**src/rtl/data_mem_ctrl.sv**
```systemverilog
// data_mem_ctrl: byte-addressable data memory with an integrated RV32 load/store unit.
// Byte/half/word loads (sign- or zero-extended) and byte-enabled stores, with a
// protected low window, bounds checking, and an IDLE/ACC/ACC2/RESP access sequencer.
// Build option: define MISALIGN_SPLIT_EN to split word-crossing accesses over two
// array cycles (ACC then ACC2); without it every misaligned access faults.
// dbg_state exposes the sequencer state for checkers.
//
// Handshake: a request is taken on a rising edge where req_valid && req_ready.
// All req_* fields are captured at that edge and req_ready stays low until the
// cycle after the single-cycle resp_valid pulse. Responses cannot be stalled.
module data_mem_ctrl #(
    parameter int DEPTH_BYTES = 256,
    parameter int PROT_LIMIT  = 24,
    parameter     INIT_FILE   = "ram_data.mem"
) (
    input  logic        clk,
    input  logic        rst,
    input  logic        req_valid,
    output logic        req_ready,
    input  logic        req_we,
    input  logic [1:0]  req_size,
    input  logic        req_unsigned,
    input  logic [31:0] req_addr,
    input  logic [31:0] req_wdata,
    output logic        resp_valid,
    output logic [31:0] resp_rdata,
    output logic        resp_fault,
    output logic [1:0]  dbg_state
);

    localparam int WORDS = DEPTH_BYTES / 4;
    localparam int IDX_W = $clog2(WORDS);
    localparam int AW    = IDX_W + 2;

    typedef enum logic [1:0] {
        IDLE = 2'd0,
        ACC  = 2'd1,
`ifdef MISALIGN_SPLIT_EN
        ACC2 = 2'd2,
`endif
        RESP = 2'd3
    } state_t;

    state_t state;

    // Latched request fields; only the address bits that index the array are kept.
    logic          we_q;
    logic [1:0]    size_q;
    logic          uns_q;
    logic [AW-1:0] addr_q;
    logic [31:0]   wdata_q;
`ifdef MISALIGN_SPLIT_EN
    logic [31:0]   buf_lo;
`endif

    logic [31:0] mem [WORDS];

    logic [2:0]       req_nbytes;
    logic             req_fault;
    logic [3:0]       size_mask;
    logic [7:0]       lane_mask;
    logic [63:0]      lane_data;
    logic             second;
    logic [IDX_W-1:0] word_idx;
    logic [31:0]      mem_word;
    logic [3:0]       wr_en;
    logic [31:0]      wr_data;
    logic [31:0]      lo_src;
    logic [31:0]      hi_src;
    logic [31:0]      ld_raw;
    logic [31:0]      ld_ext;

    assign dbg_state = state;
    assign mem_word  = mem[word_idx];

    // Fault decision on the incoming request; the end address is formed in 33 bits.
    always_comb begin
        case (req_size)
            2'b00:   req_nbytes = 3'd1;
            2'b01:   req_nbytes = 3'd2;
            default: req_nbytes = 3'd4;
        endcase
        req_fault = (req_size == 2'b11)
                 || (req_addr < 32'(PROT_LIMIT))
                 || (({1'b0, req_addr} + 33'(req_nbytes)) > 33'(DEPTH_BYTES));
`ifndef MISALIGN_SPLIT_EN
        if (req_size == 2'b01 && req_addr[0])
            req_fault = 1'b1;
        if (req_size == 2'b10 && req_addr[1:0] != 2'b00)
            req_fault = 1'b1;
`endif
    end

    // Byte lanes across the two touched words: low half for ACC, high half for ACC2.
    always_comb begin
        case (size_q)
            2'b00:   size_mask = 4'b0001;
            2'b01:   size_mask = 4'b0011;
            default: size_mask = 4'b1111;
        endcase
        lane_mask = {4'b0000, size_mask} << addr_q[1:0];
        lane_data = {32'b0, wdata_q} << {addr_q[1:0], 3'b000};
        second    = 1'b0;
`ifdef MISALIGN_SPLIT_EN
        second    = (state == ACC2);
`endif
        word_idx  = addr_q[AW-1:2] + IDX_W'(second);
        wr_en     = 4'b0000;
        if (we_q && (state == ACC || second))
            wr_en = second ? lane_mask[7:4] : lane_mask[3:0];
        wr_data   = second ? lane_data[63:32] : lane_data[31:0];
    end

    // Load alignment and extension from the word pair {high word, low word}.
    always_comb begin
`ifdef MISALIGN_SPLIT_EN
        lo_src = second ? buf_lo : mem_word;
        hi_src = second ? mem_word : 32'b0;
`else
        lo_src = mem_word;
        hi_src = 32'b0;
`endif
        ld_raw = 32'({hi_src, lo_src} >> {addr_q[1:0], 3'b000});
        case (size_q)
            2'b00:   ld_ext = uns_q ? {24'b0, ld_raw[7:0]}  : {{24{ld_raw[7]}}, ld_raw[7:0]};
            2'b01:   ld_ext = uns_q ? {16'b0, ld_raw[15:0]} : {{16{ld_raw[15]}}, ld_raw[15:0]};
            default: ld_ext = ld_raw;
        endcase
    end

    // Array write port with per-byte enables; contents survive reset.
    always_ff @(posedge clk) begin
        for (int j = 0; j < 4; j++) begin
            if (wr_en[j])
                mem[word_idx][8*j +: 8] <= wr_data[8*j +: 8];
        end
    end

    // Access sequencer with registered handshake and response outputs.
    always_ff @(posedge clk or posedge rst) begin
        if (rst) begin
            state      <= IDLE;
            req_ready  <= 1'b1;
            resp_valid <= 1'b0;
            resp_rdata <= 32'b0;
            resp_fault <= 1'b0;
            we_q       <= 1'b0;
            size_q     <= 2'b00;
            uns_q      <= 1'b0;
            addr_q     <= '0;
            wdata_q    <= 32'b0;
`ifdef MISALIGN_SPLIT_EN
            buf_lo     <= 32'b0;
`endif
        end else begin
            case (state)
                IDLE: begin
                    if (req_valid && req_ready) begin
                        we_q      <= req_we;
                        size_q    <= req_size;
                        uns_q     <= req_unsigned;
                        addr_q    <= req_addr[AW-1:0];
                        wdata_q   <= req_wdata;
                        req_ready <= 1'b0;
                        if (req_fault) begin
                            state      <= RESP;
                            resp_valid <= 1'b1;
                            resp_fault <= 1'b1;
                            resp_rdata <= 32'b0;
                        end else begin
                            state <= ACC;
                        end
                    end
                end
                ACC: begin
`ifdef MISALIGN_SPLIT_EN
                    if (|lane_mask[7:4]) begin
                        buf_lo <= mem_word;
                        state  <= ACC2;
                    end else begin
`else
                    begin
`endif
                        state      <= RESP;
                        resp_valid <= 1'b1;
                        resp_fault <= 1'b0;
                        resp_rdata <= we_q ? 32'b0 : ld_ext;
                    end
                end
`ifdef MISALIGN_SPLIT_EN
                ACC2: begin
                    state      <= RESP;
                    resp_valid <= 1'b1;
                    resp_fault <= 1'b0;
                    resp_rdata <= we_q ? 32'b0 : ld_ext;
                end
`endif
                RESP: begin
                    state      <= IDLE;
                    req_ready  <= 1'b1;
                    resp_valid <= 1'b0;
                    resp_fault <= 1'b0;
                    resp_rdata <= 32'b0;
                end
                default: begin
                    state     <= IDLE;
                    req_ready <= 1'b1;
                end
            endcase
        end
    end

endmodule

```
**config.mk**
```make
export PLATFORM = sky130hd
export DESIGN_NAME = data_mem_ctrl
export DESIGN_NICKNAME = d
export VERILOG_FILES = /design/src/rtl/data_mem_ctrl.sv
export SDC_FILE = /design/constraint.sdc
export NUM_CORES = 2
export LEC_CHECK = 0
export ABC_AREA = 1
export BUFFER_PORTS_ARGS = -buffer_cell sky130_fd_sc_hd__buf_2
export CAP_MARGIN = 0
export CELL_PAD_IN_SITES_DETAIL_PLACEMENT = 1
export CELL_PAD_IN_SITES_GLOBAL_PLACEMENT = 1
export CORE_ASPECT_RATIO = 1.2
export CORE_MARGIN = 5
export CORE_UTILIZATION = 23
export CTS_BUF_LIST = sky130_fd_sc_hd__clkbuf_4
export CTS_CLUSTER_DIAMETER = 80
export DETAILED_ROUTE_END_ITERATION = 10
export MAX_ROUTING_LAYER = met4
export PLACE_DENSITY = 0.5
export SLEW_MARGIN = 20
export SYNTH_ARGS = -nofsm -noshare
export SYNTH_HDL_FRONTEND = slang
export SYNTH_SLANG_ARGS = --single-unit
export TNS_END_PERCENT = 30
```
**constraint.sdc**
```tcl
create_clock -name clk -period 5.55 [get_ports clk]
set_input_delay 1.11 -clock clk [delete_from_list [all_inputs] [get_ports clk]]
set_output_delay 1.11 -clock clk [all_outputs]
set_load 0.01 [all_outputs]
```
# Yosys cells after proc, flatten, opt, wreduce, memory -nomap -nowiden
# Memory sizes are Yosys's and may differ from the RTL's.
# Cells that the tools add are included.
# Widths: inputs -> output; s select.
dict set report word_totals {
  regBits 81
  elab_cells 72
  mem_bits_rw 2048
  input_bits 71
  memories 1
  out_inout_bits 37
}
dict set report classes {
  addsub 1
  eq_ne 8
  muxes 29
  n_reduce_logical 17
  shifts 3
  magnitude_cmp 2
  n_bitwise 1
}
# memory words width rd rd_ports_with_merged_regs write_ports line
set memory_table {}
lappend memory_table {mem 64 32 1 0 1 56} ;# logic [31:0] mem [WORDS];
# op count
set op_table {}
lappend op_table {{$mux 32} 5}
lappend op_table {{$pmux 32 s3} 1}
lappend op_table {{$pmux 32 s2} 1}
lappend op_table {{$add 32x3->33} 1}
lappend op_table {{$gt 33x9->1 const B} 1}
lappend op_table {{$lt 32x5->1 const B} 1}
lappend op_table {{$shl 32x5->32} 1}
lappend op_table {{$shr 32x5->32} 1}
lappend op_table {{$mux 1} 13}
lappend op_table {{$pmux 4 s2} 1}
lappend op_table {{$eq 2x1->1 const B} 3}
lappend op_table {{$eq 2x2->1 const B} 3}
lappend op_table {{$logic_not 2->1} 3}
lappend op_table {{$pmux 3 s2} 1}
lappend op_table {{$reduce_and 3->1} 2}
lappend op_table {{$logic_and 1x1->1} 4}
lappend op_table {{$mux 2} 2}
lappend op_table {{$mux 4} 1}
lappend op_table {{$ne 2x2->1 const B} 2}
lappend op_table {{$pmux 1 s2} 2}
lappend op_table {{$pmux 2 s2} 1}
lappend op_table {{$reduce_and 2->1} 2}
lappend op_table {{$reduce_bool 2->1} 2}
lappend op_table {{$shl 4x2->4} 1}
lappend op_table {{other kinds (5)} 6}

# Longest topological paths before layout
dict set report logic_depth {
  ltp_word 10
  ltp_mapped 21
  ltp_nobuf 19
}

# Least setup slack after synthesis
# OpenSTA, ideal clock, no wires.
dict set report synth_path {
  kind {reg2reg}
  from {reg addr_q[1]}
  to {mem mem[0][24] (data pin)}
  setup_ps 702
  path_stages_with_launch 6
  arrival_time_ps 3609
  n_path_buf 3
  synth_period_minus_slack_ps 4311
  slack_ps 1239
  required_ps 4848
  cell_sequence {dfrtp_1 clkbuf_1 inv_1 clkbuf_1 clkbuf_1 o21ai_0}
}
dict set report synth_between {
  elab_chain_len 1
}
# item line
set synth_rtl {}
lappend synth_rtl {{start: declaration} 50} ;# logic [AW-1:0] addr_q;
lappend synth_rtl {{start signal: assignment} 162} ;# addr_q <= req_addr[AW-1:0];
lappend synth_rtl {{$shl 32x5->32} 102} ;# lane_data = {32'b0, wdata_q} << {addr_q[1:0], 3'b000};
lappend synth_rtl {{net lane_data[24]} 62} ;# logic [63:0] lane_data;
lappend synth_rtl {{end: declaration} 56}
# The timed path passes the listed nets, and every way through them passes these cells.

# Final worst setup path
dict set report layout_path {
  from {reg addr_q[2]}
  to {reg resp_rdata[19]}
}
dict set report layout_between {
  elab_chain_len 6
  word_cells_on_any_way 7
  classes_between {1 x shift; 5 x mux; 1 x memory}
}
# item line
set layout_rtl {}
lappend layout_rtl {{$mem_v2 64x32 (*)} n/a}
lappend layout_rtl {{$shr 32x5->32 (*)} 123} ;# ld_raw = 32'({hi_src, lo_src} >> {addr_q[1:0], 3'b000});
lappend layout_rtl {{$mux 32 (on tied branches)} {126, 125}}
lappend layout_rtl {{$pmux 32 s2 (*)} 124} ;# case (size_q)
lappend layout_rtl {{$mux 32 (*)} 187} ;# resp_rdata <= we_q ? 32'b0 : ld_ext;
lappend layout_rtl {{$pmux 32 s3 (*)} 156} ;# case (state)
lappend layout_rtl {{end signal: assignment} 187}
lappend layout_rtl {{end: declaration} 26} ;# output logic [31:0] resp_rdata,
# Every way passes the cells marked *; elsewhere a longest branch is shown, timed or not.
# A chain may end at the register's enable or synchronous reset.

==> results by group <==
Synth
  – Synth top area share: 69.3%
  – Main synth FF type: edfxtp_1
  – Top post-synthesis cells by area: edfxtp_1 (69%), nand2_1 (15%), dfrtp_1 (2.3%), nor2_1 (2.2%), a21oi_1 (2.2%)
  – Post-synthesis cell count: 8171
  – Mapped Area: 88800 sq um
  – Post-synth cell types: 45
  – Cell with the most instances after synthesis: nand2_1
  – #FFs+latches synth: 2129
  – Post-synth EDFFs: 2048
  – Largest area contributor in the netlist: edfxtp_1
  – Post-synth top cells: nand2_1 (3662), edfxtp_1 (2048), nor2_1 (525)
  – Async set or reset register ratio after synthesis: 3.80%
  – Syn nets: 8246
  – Syn avg cell area: 10.9 sq um
  – Register area share after synthesis: 71.5%
  – Synth warn: 0

Timing
  – Period minus WS final: 4.16 ns
  – Setup violators final: 0
  – Max_slew headroom: 18.9%
  – Worst setup margin: 1.39 ns
  – RSZ-0062 raised after global routing: false
  – Period utilisation layout: 74.9%
  – Post-route setup TNS: 0 ns
  – Slew Limit Fails: 0
  – Actual slew at the worst max-slew pin: 1.22 ns
  – Clock skew: 0.0748 ns
  – Fin. Hold Viols: 0
  – Highest clock rate: 241 MHz

Die
  – Initial Util: 23.0%
  – Die area: 399000 sq um
  – Chip Width: 577 microns
  – Placeable Area: 385000 sq um
  – Core Rows: 250
  – Ports: 108
  – Die Y: 691 microns

Global route
  – Gr usage total: 17.4%
  – Largest net degree at the start of global routing: 158
  – Total grt overflow: 0
  – Vias in the first global route: 67200
  – Antenna violations before repair: 16
  – Global-route wire length before repair: 492 mm

Route
  – Drt total wl: 346 mm
  – 1st-pass router iterations: 5
  – Antenna Nets Post-Route: 0
  – DRT iter0 DRCs: 4172
  – # DRC: 0
  – Via count: 64100
  – Vias/cell: 4.47
  – Wirelength per Cell: 24.2 microns

Setup path
  – Worst flop-to-flop path startpoint: addr_q[2]
  – Worst Setup SP: addr_q[2]
  – WP data required: 6.73 ns
  – Critical Path AT: 5.34 ns
  – Worst Setup End Kind: register
  – Worst setup path class: register to register
  – Worst r2r path cells: 14
  – Startpoint types: register
  – Max Fanout on Critical Path: 148

Clock tree
  – CTS buffer count: 551
  – CTS tree: done
  – H-tree depth: 6
  – Clk root buf: clkbuf_4
  – Clk buf depth: 4
  – Worst-Skew Late Latency: 1.34 ns
  – Post-CTS setup buffers: 0
  – Clock Sink Count: 2129
  – Clock transition at path regs: 0.07 ns

Place
  – DP Cell Count: 13400
  – GPL Wtd Cong: 0.877
  – Port Buffers: 107
  – Pre-CTS setup slack: 1.24 ns
  – DP Wirelength: 223 mm

Layout
  – Layout Nets: 8859
  – Area occupied by registers: 63500 sq um
  – Share of cells above drive strength 1: 15.1%
  – P&R area growth vs syn: 17.3%
  – Area occupied by multi-input gates: 22500 sq um
  – Non-Filler Instances: 14300
  – Filler instances: 43800

Flow run
  – Maxcap violations: 0

Power and ir drop
  – Leakage: 39.5 nW
  – Power Density: 538 nW/um^2
  – Max IR drop VDD: 0.340 mV

Min path
  – HP Start: req_addr[7]
  – Worst Hold Depth: 3
  – Hold WC Path Type: primary input to register

Run status
  – Status: finished, final reports clean
-- critical path: stages, from the launching register on --
cell and delay [ns]:
dfrtp_4 0.66, buf_12 0.25, or2_2 0.55, nand3_1 0.08
nand2_1 0.05, o21ai_1 0.42, nand2_1 0.20, nor2_1 0.55
nand2_1 0.13, nand2_1 0.11, nand3_2 0.12, a21oi_2 0.19
nand2_4 0.16, nand2_1 0.11, nand2_1 0.06
-- placed cells by master (no fill, tap or decap), types with 89 or more instances in the layout --
cell and count:
a21oi_1 387, buf_2 107, buf_4 317, clkbuf_4 786, clkinv_1 89, edfxtp_1 2048, inv_1 232, nand2_1 3654
nand3_1 214, nor2_1 500, o21ai_0 227
-- area by class of cell --
class | instances | area share [%]
antenna | 23 | 0.0553
sequential | 2129 | 61.0
multi-input combinational | 5365 | 21.6
clock buffer | 786 | 5.67
clock inverter | 126 | 0.748
tap | 5166 | 6.21
inverter | 240 | 0.887
timing repair buffer | 497 | 3.82
-- layer usage --
metal | up-vias | global-route usage (%) | routed length (microns)
met5 | - | - | 0
met4 | 0 | 6.66 | 13600
met3 | 555 | 2.91 | 16300
met2 | 1668 | 29.5 | 173000
met1 | 32700 | 20.6 | 143000
li1 | 29100 | - | -
-- per-stage QoR --
step	hold WS (ns)	cell area, sq um	util, %	total power [mW]
2_1_floorplan	0.450	88800	-	32.7
3_3_place_gp	0.474	97000	25.2	42.8
3_5_place_dp	0.468	97000	25.2	43.1
4_1_cts	0.0507	104000	27.0	56.9
5_1_grt	0.110	104000	27.0	59.0
6_report	0.217	104000	27.0	56.0
-- power breakdown --
group	internal (mW)	switching, mW
combinational	4.25	16.6
sequential	21.2	0.407
clock	6.94	6.59
-- flip-flops by register name, summed over array words and instances, names as in the netlist, 2 cells and up --
name / flops
mem: 2048
resp_rdata: 32
wdata_q: 32
addr_q: 8
dbg_state: 2
size_q: 2
-- what timing repair did --
| item | in CTS | in global routing |
|---|---|---|
| hold endpoints to repair | 84 | 0 |
| hold buffers | 40 | 0 |
| gates resized for setup | 0 | 0 |
-- kinds of logic after synthesis --
group | synth area share, %
simple gates | 20.0
xor+xnor | 0.0493
fa+ha+maj | 0.0648
flops | 71.5
buf+inv | 3.50
compound gates | 4.88
-- path summary, 6_finish.rpt --
path | endpoint | slack (ns)
setup / recovery | resp_rdata[19] | 1.39
hold / removal | addr_q[7] | 0.22
setup reg to reg | resp_rdata[19] | 1.39
hold reg to reg | wdata_q[25] | 0.49
max in group asynchronous | wdata_q[29] | 3.93
min in group asynchronous | resp_rdata[26] | 0.53
(Power assumes the default switching activity.)
